### config.mk
export PLATFORM = sky130hd
export DESIGN_NAME = bit_fifo
export DESIGN_NICKNAME = d
export VERILOG_FILES = /design/src/rtl/bit_fifo_pkg.sv /design/src/rtl/bit_fifo_mem.sv /design/src/rtl/bit_fifo.sv
export SDC_FILE = /design/constraint.sdc
export NUM_CORES = 1
export LEC_CHECK = 0
export CORE_MARGIN = 2
export CORE_UTILIZATION = 55
export DETAILED_ROUTE_END_ITERATION = 8
export PLACE_DENSITY = 0.82
export SETUP_SLACK_MARGIN = 0.02
export SYNTH_ARGS = -nofsm -noshare
export SYNTH_HDL_FRONTEND = slang
export SYNTH_SLANG_ARGS = --single-unit
### constraint.sdc
create_clock -name fifo_clk -period 5.55 [get_ports fifo_clk]
set_input_delay 1.11 -clock fifo_clk [delete_from_list [all_inputs] [get_ports fifo_clk]]
set_output_delay 1.11 -clock fifo_clk [all_outputs]
set_load 0.05 [all_outputs]
### src/rtl/bit_fifo_pkg.sv
// Shared defaults and width helpers for the word-in / bit-out FIFO.
package bit_fifo_pkg;

  localparam int WORD_W_DEF      = 32;
  localparam int DEPTH_WORDS_DEF = 4;

  function automatic int ptr_width(input int depth_words);
    return (depth_words > 1) ? $clog2(depth_words) : 1;
  endfunction

  function automatic int idx_width(input int word_w);
    return (word_w > 1) ? $clog2(word_w) : 1;
  endfunction

  function automatic int count_width(input int depth_words);
    return $clog2(depth_words) + 1;
  endfunction

  function automatic int avail_width(input int word_w, input int depth_words);
    return $clog2(word_w * depth_words) + 1;
  endfunction

  localparam int PTR_W_DEF   = ptr_width(DEPTH_WORDS_DEF);
  localparam int IDX_W_DEF   = idx_width(WORD_W_DEF);
  localparam int CNT_W_DEF   = count_width(DEPTH_WORDS_DEF);
  localparam int AVAIL_W_DEF = avail_width(WORD_W_DEF, DEPTH_WORDS_DEF);

endpackage

### src/rtl/bit_fifo_mem.sv
// Word storage for bit_fifo: one synchronous write port, one asynchronous read port.
module bit_fifo_mem
  import bit_fifo_pkg::*;
#(
  parameter int  WORD_W      = WORD_W_DEF,
  parameter int  DEPTH_WORDS = DEPTH_WORDS_DEF,
  localparam int PTR_W       = ptr_width(DEPTH_WORDS)
) (
  input  logic              clk,
  input  logic              we,
  input  logic [PTR_W-1:0]  waddr,
  input  logic [WORD_W-1:0] wdata,
  input  logic [PTR_W-1:0]  raddr,
  output logic [WORD_W-1:0] rdata
);

  logic [WORD_W-1:0] mem [DEPTH_WORDS];

  // NOTE: storage is deliberately not reset; the pointers and count alone say which words are valid.
  always_ff @(posedge clk) begin
    if (we) mem[waddr] <= wdata;
  end

  assign rdata = mem[raddr];

endmodule

### src/rtl/bit_fifo.sv
// Word-wide write side, single-bit first-word-fall-through read side (LSB of each word first).
module bit_fifo
  import bit_fifo_pkg::*;
#(
  parameter int  WORD_W      = WORD_W_DEF,
  parameter int  DEPTH_WORDS = DEPTH_WORDS_DEF,
  localparam int AVAIL_W     = avail_width(WORD_W, DEPTH_WORDS)
) (
  input  logic               fifo_clk,
  input  logic               fifo_rst,
  input  logic [WORD_W-1:0]  wr_data,
  input  logic               wr_valid,
  output logic               wr_ready,
  input  logic               fifo_req,
  output logic               fifo_bit,
  output logic               fifo_empty,
  output logic [AVAIL_W-1:0] bits_avail,
  output logic               underflow
);

  localparam int PTR_W = ptr_width(DEPTH_WORDS);
  localparam int IDX_W = idx_width(WORD_W);
  localparam int CNT_W = count_width(DEPTH_WORDS);

  logic [PTR_W-1:0]   wr_ptr, wr_ptr_nx;
  logic [PTR_W-1:0]   rd_ptr, rd_ptr_nx;
  logic [IDX_W-1:0]   bit_idx, bit_idx_nx;
  logic [CNT_W-1:0]   used, used_nx;
  logic [AVAIL_W-1:0] avail_nx;
  logic               underflow_nx;
  logic [WORD_W-1:0]  head_word;
  logic               wr_fire, pop, word_done;

  // Flow control looks only at registered state, so a pop never opens a slot in the same cycle.
  assign wr_ready   = (used < CNT_W'(DEPTH_WORDS));
  assign fifo_empty = (bits_avail == '0);
  assign wr_fire    = wr_valid & wr_ready;
  assign pop        = fifo_req & ~fifo_empty;
  assign word_done  = pop & (bit_idx == IDX_W'(WORD_W - 1));
  assign fifo_bit   = ~fifo_empty & head_word[bit_idx];

  bit_fifo_mem #(
    .WORD_W      (WORD_W),
    .DEPTH_WORDS (DEPTH_WORDS)
  ) u_mem (
    .clk   (fifo_clk),
    .we    (wr_fire),
    .waddr (wr_ptr),
    .wdata (wr_data),
    .raddr (rd_ptr),
    .rdata (head_word)
  );

  always_comb begin
    // NOTE: every next-state variable gets its hold value first, so no path can infer a latch.
    wr_ptr_nx    = wr_ptr;
    rd_ptr_nx    = rd_ptr;
    bit_idx_nx   = bit_idx;
    used_nx      = used;
    avail_nx     = bits_avail;
    underflow_nx = underflow | (fifo_req & fifo_empty);

    if (wr_fire)   wr_ptr_nx  = wr_ptr + PTR_W'(1);
    if (pop)       bit_idx_nx = word_done ? '0 : bit_idx + IDX_W'(1);
    if (word_done) rd_ptr_nx  = rd_ptr + PTR_W'(1);

    case ({wr_fire, word_done})
      2'b10:   used_nx = used + CNT_W'(1);
      2'b01:   used_nx = used - CNT_W'(1);
      default: used_nx = used;
    endcase

    case ({wr_fire, pop})
      2'b10:   avail_nx = bits_avail + AVAIL_W'(WORD_W);
      2'b01:   avail_nx = bits_avail - AVAIL_W'(1);
      2'b11:   avail_nx = bits_avail + AVAIL_W'(WORD_W - 1);
      default: avail_nx = bits_avail;
    endcase
  end

  // NOTE: registers take non-blocking assignments so every flop samples pre-edge values.
  always_ff @(posedge fifo_clk or posedge fifo_rst) begin
    if (fifo_rst) begin
      wr_ptr     <= '0;
      rd_ptr     <= '0;
      bit_idx    <= '0;
      used       <= '0;
      bits_avail <= '0;
      underflow  <= 1'b0;
    end else begin
      wr_ptr     <= wr_ptr_nx;
      rd_ptr     <= rd_ptr_nx;
      bit_idx    <= bit_idx_nx;
      used       <= used_nx;
      bits_avail <= avail_nx;
      underflow  <= underflow_nx;
    end
  end

endmodule

==> metrics.txt <==
peak fanout along the critical path 23; Async SR Flop Fraction 14.1%; Synth top area share 61.0%; drt total wl 11.7 mm; DP Area 6880 um^2; io pins 48; RR Endpoint used[2]; Period Utilization, post-route 89.7%; Hold Crit Start underflow; root buf cell clkbuf_16; busiest layer in global routing met2; Final HPWL DP 7.43 mm; GR Layer Usage met1 25.0%; met2 Usage GRT 32.7%; Post-synth EDFFs 128; H-tree lvl count 4; fin util 66.4%; CTS tree built; post-CTS setup buffer count 0; Post-Place Cells 548; wire length per cell 20.1 um; Die X 111 um; Clock Sinks 149; Crit Path Class reg -> out; number of global-route vias before repair 3494; Via density 5.88; nets 472; Max Transition Viols Final 0; Final Hold Viols 0; Fin Setup TNS 0 ps; 1st-iter DRT viols 269; Max-Cap Viols 0; largest net degree at the start of global routing 29; # fillers 779; crit start category flip-flop; syn_area_per_cell 17.1 um^2; area grow syn2layout 19.3%; Leakage 2.66 nW; reg-to-reg setup timing slack 2530 ps; core region area 11300 um^2; Slew HR 28.8%; CTS Buf Count 17; Clk pin slew, worst setup/hold paths 70 ps; register area share after synthesis 69.3%; row count 39; post-route cell area 7520 um^2; ys flop type edfxtp_1; count leader, synth edfxtp_1; largest vdd supply drop 421 uV; Power Density 524 nW/um^2; Worst Setup Slack, final 573 ps; post_cts resized 0; Final Non-Filler Cells 580; synthesized net count 416; port bufs 47; Fmax 0.201 GHz; remaining global-route overflow 0; Warnings, synthesis 0; Slew @ Worst Pin 1070 ps; die height 111 um; post-route minimum period 4980 ps; Hold Path Class reg -> reg; global-route wire length before repair 18.3 mm; cell taking the most area after synthesis edfxtp_1; total number of vias 3413; Die ar. 12300 um^2; drt pass-1 iters 4; RR Startpoint bit_idx[0]; Max clock buf depth 2; hold slack 462 ps; DRC Markers 0; synth unique cells 47; Synth Instances 368; RePlAce Congestion 0.835; Yosys reg bits 149; number of buffers inserted by hold repair at cts 0; CP arrival 3870 ps; Setup Skew 10.8 ps; Power, Total 3.94 mW; Hold Path Depth 1; final setup fails 0; antenna violations before repair 0; pre-CTS WS 988 ps; share of layout cells above drive strength 1 14.0%; met3 GRT Util 4.98%; CP Capture Type output pin; Starting Density 55.7%; GRT Overall Usage 19.9%; Min-Delay Endpoint underflow; worst reg2reg path depth 10; RSZ-0062 raised after global routing no; status finished clean; Critical Path RT 4440 ps; worst-skew pair later-pin latency 430 ps; most common library cells after synthesis edfxtp_1, nand2_1, dfrtp_1; Mapped Area 6300 um^2; Diodes inserted 0; post-route ant nets 0; Area contributors post-synth edfxtp_1, dfrtp_1, mux4_1
## registers in the layout, summed over array words and instances (netlist names)
name	count
bit_idx	5
bits_avail	8
rd_ptr	2
u_mem.mem	128
underflow	1
used	3
wr_ptr	2
## where the power goes
group          leakage, nW  total [mW]  internal [mW]  switching, mW
registers             1.41        1.63           1.43          0.198
clock network        0.310        1.23          0.794          0.440
logic                0.945        1.07          0.474          0.599
## placed cells by master (no fill, tap or decap), types with 10 or more instances in the layout
cell             instances
clkbuf_16               17
clkdlybuf4s50_1         47
dfrtp_1                 20
edfxtp_1               128
ha_1                    11
inv_1                   14
mux2_2                  10
mux2i_1                 18
mux4_1                  14
nand2_1                 23
nand3_1                 10
## how the worst max path moves through the flow
stage | depth (start not counted) | end | slack (ps) | startpoint
after detailed placement | 8 | fifo_bit | 990 | rd_ptr[0]
after floorplan | 8 | fifo_bit | 2140 | rd_ptr[0]
final | 8 | fifo_bit | 570 | rd_ptr[0]
after CTS | 8 | fifo_bit | 550 | rd_ptr[0]
after global routing | 8 | fifo_bit | 430 | rd_ptr[0]
after global placement | 7 | fifo_bit | 1100 | rd_ptr[0]
## cell families (layout without fill, tap and decap cells)
family / Yosys count / count (layout) / synth area share (%)
buffers and inverters: 30 / 99 / 2.72
DFF: 149 / 149 / 69.3
and+or+nand+nor: 75 / 75 / 6.35
AOI/OAI and AO/OA: 41 / 41 / 4.47
adders and majority gates: 12 / 12 / 2.50
muxes: 49 / 49 / 13.0
xor gates and xnor gates: 12 / 12 / 1.67
## critical path: stages, from the launching register on
cell and delay [ps]:
dfrtp_1 1050, buf_4 320, mux4_1 570, a22o_1 210, o21ai_1 180, nand4_1 140
nand3_1 140, o22ai_1 100, clkdlybuf4s50_1 730
## routing by layer
metal	vias to the layer above	share of wire (%)	wire, um
met3	20	4.7	554
met5	-	0	0
met1	1743	43	4990
li1	1549	-	-
met2	101	51	5910
met4	0	1.9	226
## layout make-up
type	instances	area, um^2	share of cell area, %
clock buffers	18	429	5.71
clock inverters	14	208	2.76
inverters	14	52.6	0.699
multi-input cells	189	1760	23.5
flip-flops and latches	149	4370	58.1
well taps	143	179	2.38
repair buffers	53	515	6.86
No activity file was read; power rests on OpenSTA's default activity.
==> variant 1, RTL diff (same settings) <==
Set the package constant `WORD_W_DEF` to 40 (it was 32).
--- a/src/rtl/bit_fifo_pkg.sv
+++ b/src/rtl/bit_fifo_pkg.sv
@@ -1,7 +1,7 @@
 // Shared defaults and width helpers for the word-in / bit-out FIFO.
 package bit_fifo_pkg;
 
-  localparam int WORD_W_DEF      = 32;
+  localparam int WORD_W_DEF      = 40;
   localparam int DEPTH_WORDS_DEF = 4;
 
   function automatic int ptr_width(input int depth_words);
Ports: changed (resized bits_avail and wr_data); port bits go from 48 to 57. No check against the original RTL was run, so the function may have changed too.
==> variant 1 against the unedited design <==
  * Wire length increased by 21%
  * Clock skew decreased by 0.0048 ns
  * Sequential share of layout area increased by 2.4 points
  * Sequential cell count increased by 34
  * Die area increased by 20%
  * Area after synthesis increased by 21%
  * Total power increased by 9.0%
  * Register-to-register slack got worse by 0.29 ns
  * Sequential power increased by 18%
  * Worst hold slack improved by 0.015 ns
  * Setup slack got worse by 0.060 ns
  * Non-clock buffer count increased by 11
  * Final area increased by 18%
  * Critical path type unchanged
==> variant 1: results <==
metrics = {
    "routing": {
        "drt_iter0_drc": 441,
        "dr.pass1.iters": 5,
        "finalWirelength_mm": 14.1,
        "vias": 3978,
    },
    "clock_tree": {
        "clock_latency_ns": 0.43,
        "cts_buffers": 17,
        "clk_pin_slew_ns": 0.06,
        "h-tree-depth": 4,
        "ctsLongestPathBuffers": 2,
        "post_cts_buffers": 0,
        "root_buffer": "clkbuf_16",
        "cts_hold_buf": 0,
        "cts_resized": 0,
    },
    "yosys": {
        "yosysWarnings": 0,
        "synth_area_leaders": "edfxtp_1 63%, dfrtp_1 7.5%, mux4_2 4.7%, mux2i_1 4.6%, mux4_1 3.4%",
        "async_flop_share": 0.126,
        "synth_cell_type_count": 50,
        "syn_nets": 483,
        "yosysSeqAreaShare": 0.705,
        "synth_top_cells_by_count": "160 x edfxtp_1, 35 x mux2i_1, 23 x dfrtp_1, 17 x nand2_1, 16 x mux4_2",
        "synth_edf_count": 160,
    },
    "sta": {
        "fin_skew_ns": 0.00601,
        "tightest_slew_ns": 1.17,
        "setup_viol": 0,
    },
    "pwr": {
        "p_leak_nw": 2.96,
        "vdd_drop_max_mv": 0.229,
    },
    "min_path": {
        "hold_path.class": "flop to flop",
    },
    "critical_path": {
        "cp.arrival_ns": 3.93,
        "slowest_stage": "dfrtp_1",
        "cp_slowest_stage_delay_ns": 0.90,
        "critPathMaxFanout": 17,
        "critical-path-top-delay-family": "multiplexers",
    },
    "layout": {
        "drive_gt1_frac": 0.122,
        "reg_top3": "u_mem.mem: 160 flops, bits_avail: 9 flops, bit_idx: 6 flops",
        "nets": 546,
        "nFillCells": 939,
    },
    "placement": {
        "portBuffers": 56,
        "detailed_place_hpwl_mm": 8.76,
        "place.gp.congestion": 0.805,
    },
    "global_routing": {
        "grt_pass1_vias": 4179,
        "track_usage": 0.202,
        "grt_pass1_wl_mm": 22.0,
        "antenna_found_initial": 0,
        "grt_max_degree": 41,
    },
    "outcome": {
        "outcome": "complete, no violations",
    },
}
## variant 1: final timing paths
path,from,to,slack (ns),cells after the start
max,rd_ptr[0]$_DFFE_PP0N_,fifo_bit,0.51,6
min,used[0]$_DFFE_PP0P_,used[0]$_DFFE_PP0P_,0.48,1
max reg2reg,bits_avail[5]$_DFFE_PP0P_,bits_avail[8]$_DFFE_PP0P_,2.24,12
min reg2reg,used[0]$_DFFE_PP0P_,used[0]$_DFFE_PP0P_,0.48,1
max in group asynchronous,fifo_rst,rd_ptr[1]$_DFFE_PP0N_,3.73,2
min in group asynchronous,fifo_rst,bits_avail[4]$_DFFE_PP0P_,1.20,2
## variant 1: worst reg2reg max path: stages, from the launching register on
cell and delay, ns:
dfrtp_1 0.47, nor4_1 0.26, and4b_1 0.38, nor2b_1 0.09, buf_4 0.19, nand2_1 0.16, ha_1 0.29, a21oi_1 0.21
o21ai_0 0.20, a21o_1 0.25, a211oi_1 0.32, mux2i_1 0.26, xor2_1 0.15
## variant 1: per-stage QoR
stage,hold slack [ns],worst slack (ns),cell area (µm²),instances,utilization
CTS,0.477,0.437,8890,679,0.648
finish,0.477,0.513,8890,679,0.648
global placement,0.441,1.01,8350,649,0.608
global route,0.497,0.329,8890,679,0.648
floorplan,0.446,1.75,7630,425,-
detailed placement,0.464,0.880,8350,649,0.608
## variant 1: where the power goes
| group | switching, mW | total (mW) | leakage (nW) | internal (mW) |
|---|---|---|---|---|
| clock network | 0.468 | 1.12 | 0.258 | 0.654 |
| logic | 0.726 | 1.24 | 0.970 | 0.509 |
| registers | 0.172 | 1.93 | 1.73 | 1.76 |
## variant 1: kinds of logic after synthesis
logic type / Yosys count / share of synthesized area
AOI/OAI and AO/OA: 51 / 0.0498
DFF: 183 / 0.705
adders and majority gates: 14 / 0.0239
xor gates and xnor gates: 20 / 0.0230
buffers and inverters: 32 / 0.0241
and+or+nand+nor: 60 / 0.0408
muxes: 65 / 0.133
## variant 1: metal layers
layer	part of all wire	global-route usage
met5	0	0
met3	0.044	0.0501
met4	0.025	0.0819
met2	0.51	0.332
met1	0.42	0.260
## variant 1: layout make-up
type / count / area [µm²] / area share
Sequential cell: 183 / 5380 / 0.605
Multi-Input combinational cell: 210 / 2070 / 0.233
Timing Repair Buffer: 64 / 621 / 0.0698
Clock buffer: 21 / 440 / 0.0495
Tap cell: 180 / 225 / 0.0253
Clock inverter: 9 / 105 / 0.0118
Inverter: 12 / 45.0 / 0.00507
==> variant 2, RTL diff (same settings) <==
Without the edit above. Remove the case item `2'b01` of the case on `{wr_fire, pop}`.
--- a/src/rtl/bit_fifo.sv
+++ b/src/rtl/bit_fifo.sv
@@ -72,7 +72,6 @@
 
     case ({wr_fire, pop})
       2'b10:   avail_nx = bits_avail + AVAIL_W'(WORD_W);
-      2'b01:   avail_nx = bits_avail - AVAIL_W'(1);
       2'b11:   avail_nx = bits_avail + AVAIL_W'(WORD_W - 1);
       default: avail_nx = bits_avail;
     endcase
Behaviour: not the same (Yosys sat finds a counterexample within 4 cycles, from zero or initial values and one cycle with fifo_rst high).
==> variant 2 against the unedited design <==
  * Setup slack gained 0.28 ns
  * Combinational power shrank 7%
  * Die area shrank 3.0%
  * Sequential cell count is the same
  * Via count shrank 2.7%
  * Total power shrank 8.2%
  * Final area shrank 3.4%
  * Worst hold slack gained 0.012 ns
  * Wire length shrank 2.2%
  * Global-route usage grew 1.1 points
  * Area after synthesis shrank 3.1%
  * Largest cell class unchanged
  * Largest power group unchanged
==> variant 2: results <==
metrics = {
    "critical_path": {
        "startpoint": "rd_ptr[0]$_DFFE_PP0P_",
        "r2r_slack_ns": 2.48,
        "critical-path-top-delay-family": "buffers and inverters",
        "cp_slowest_stage_delay_ns": 0.88,
        "critPathMaxFanout": 30,
        "rr_worst_depth": 11,
        "slowest_stage": "clkdlybuf4s50_1",
        "rr_endpoint": "used[2]$_DFFE_PP0P_",
        "cp.arrival_ns": 3.58,
        "worstReg2RegStart": "bit_idx[0]$_DFFE_PP0P_",
    },
    "layout": {
        "final.clkbuf_count": 25,
        "multiInputGateArea_um2": 1610,
        "nMultiInputCombCells": 179,
        "nets": 460,
        "clockNetworkAreaShare": 0.0753,
        "drive_gt1_frac": 0.153,
        "inverters_excl_clock": 13,
        "nFillCells": 710,
        "seq_share": 0.602,
        "post-route-util": 0.670,
        "final-nonclk-buf-share": 0.0710,
    },
    "pwr": {
        "p_leak_nw": 2.49,
        "vdd_drop_max_mv": 0.401,
    },
    "sta": {
        "tightest_slew_ns": 0.894,
        "setup_ws_ns": 0.857,
        "whs_ns": 0.475,
        "fin_skew_ns": 0.00975,
    },
    "min_path": {
        "hold_depth": 1,
        "min_to": "underflow$_DFF_PP0_",
        "min-delay-start": "underflow$_DFF_PP0_",
    },
    "placement": {
        "dp_cells": 534,
        "post-place-ws_ns": 1.37,
        "placed_area_um2": 6720,
        "detailed_place_hpwl_mm": 6.97,
        "place.gp.congestion": 0.776,
    },
    "yosys": {
        "netlist_instances": 356,
        "yosysSeqAreaShare": 0.715,
        "synth_edf_count": 128,
        "synth_cell_type_count": 41,
        "synth_area_leaders": "edfxtp_1 63%, dfrtp_1 8.6%, mux4_2 7.0%, mux2i_1 2.9%, ha_1 2.0%",
        "syn_nets": 403,
        "synth_top_cells_by_count": "128 x edfxtp_1, 21 x dfrtp_1, 20 x nand2_1, 19 x mux4_2, 18 x mux2i_1",
    },
    "outcome": {
        "outcome": "complete, no violations",
    },
    "global_routing": {
        "grt_pass1_wl_mm": 18.0,
        "track_usage": 0.210,
        "grt_pass1_vias": 3451,
        "grt_max_degree": 37,
    },
    "routing": {
        "drt_iter0_drc": 240,
        "drt-wirelength-per-cell_um": 20.2,
        "dr.pass1.iters": 6,
        "avgViaCountPerCell": 5.87,
        "finalWirelength_mm": 11.4,
    },
    "floorplanning": {
        "die_area_um2": 12000,
    },
    "clock_tree": {
        "clock_sinks": 149,
        "clock_latency_ns": 0.52,
        "root_buffer": "clkbuf_8",
        "post_cts_buffers": 0,
    },
}
[variant 2: cells by family after synthesis]
logic type	after synthesis	share of synthesized area
multiplexers	47	0.123
AND/OR/NAND/NOR	70	0.0569
flip-flops	149	0.715
XOR/XNOR	12	0.0172
AO/OA/AOI/OAI	39	0.0422
buffers and inverters	28	0.0219
adder cells (fa/ha/maj)	11	0.0238
[variant 2: report_power, final]
| part | switching [mW] | leakage [nW] | total, mW | internal [mW] |
|---|---|---|---|---|
| Sequential | 0.155 | 1.41 | 1.59 | 1.43 |
| Combinational | 0.581 | 0.797 | 0.994 | 0.413 |
| Clock | 0.412 | 0.274 | 1.03 | 0.622 |
| Total | 1.15 | 2.49 | 3.61 | 2.47 |
[variant 2: metal layers]
layer	wire length, µm	vias to the layer above	track usage
met5	0	-	0
met4	112	0	0.0832
met3	715	8	0.0658
met2	5970	141	0.354
met1	4620	1676	0.254
li1	-	1496	-
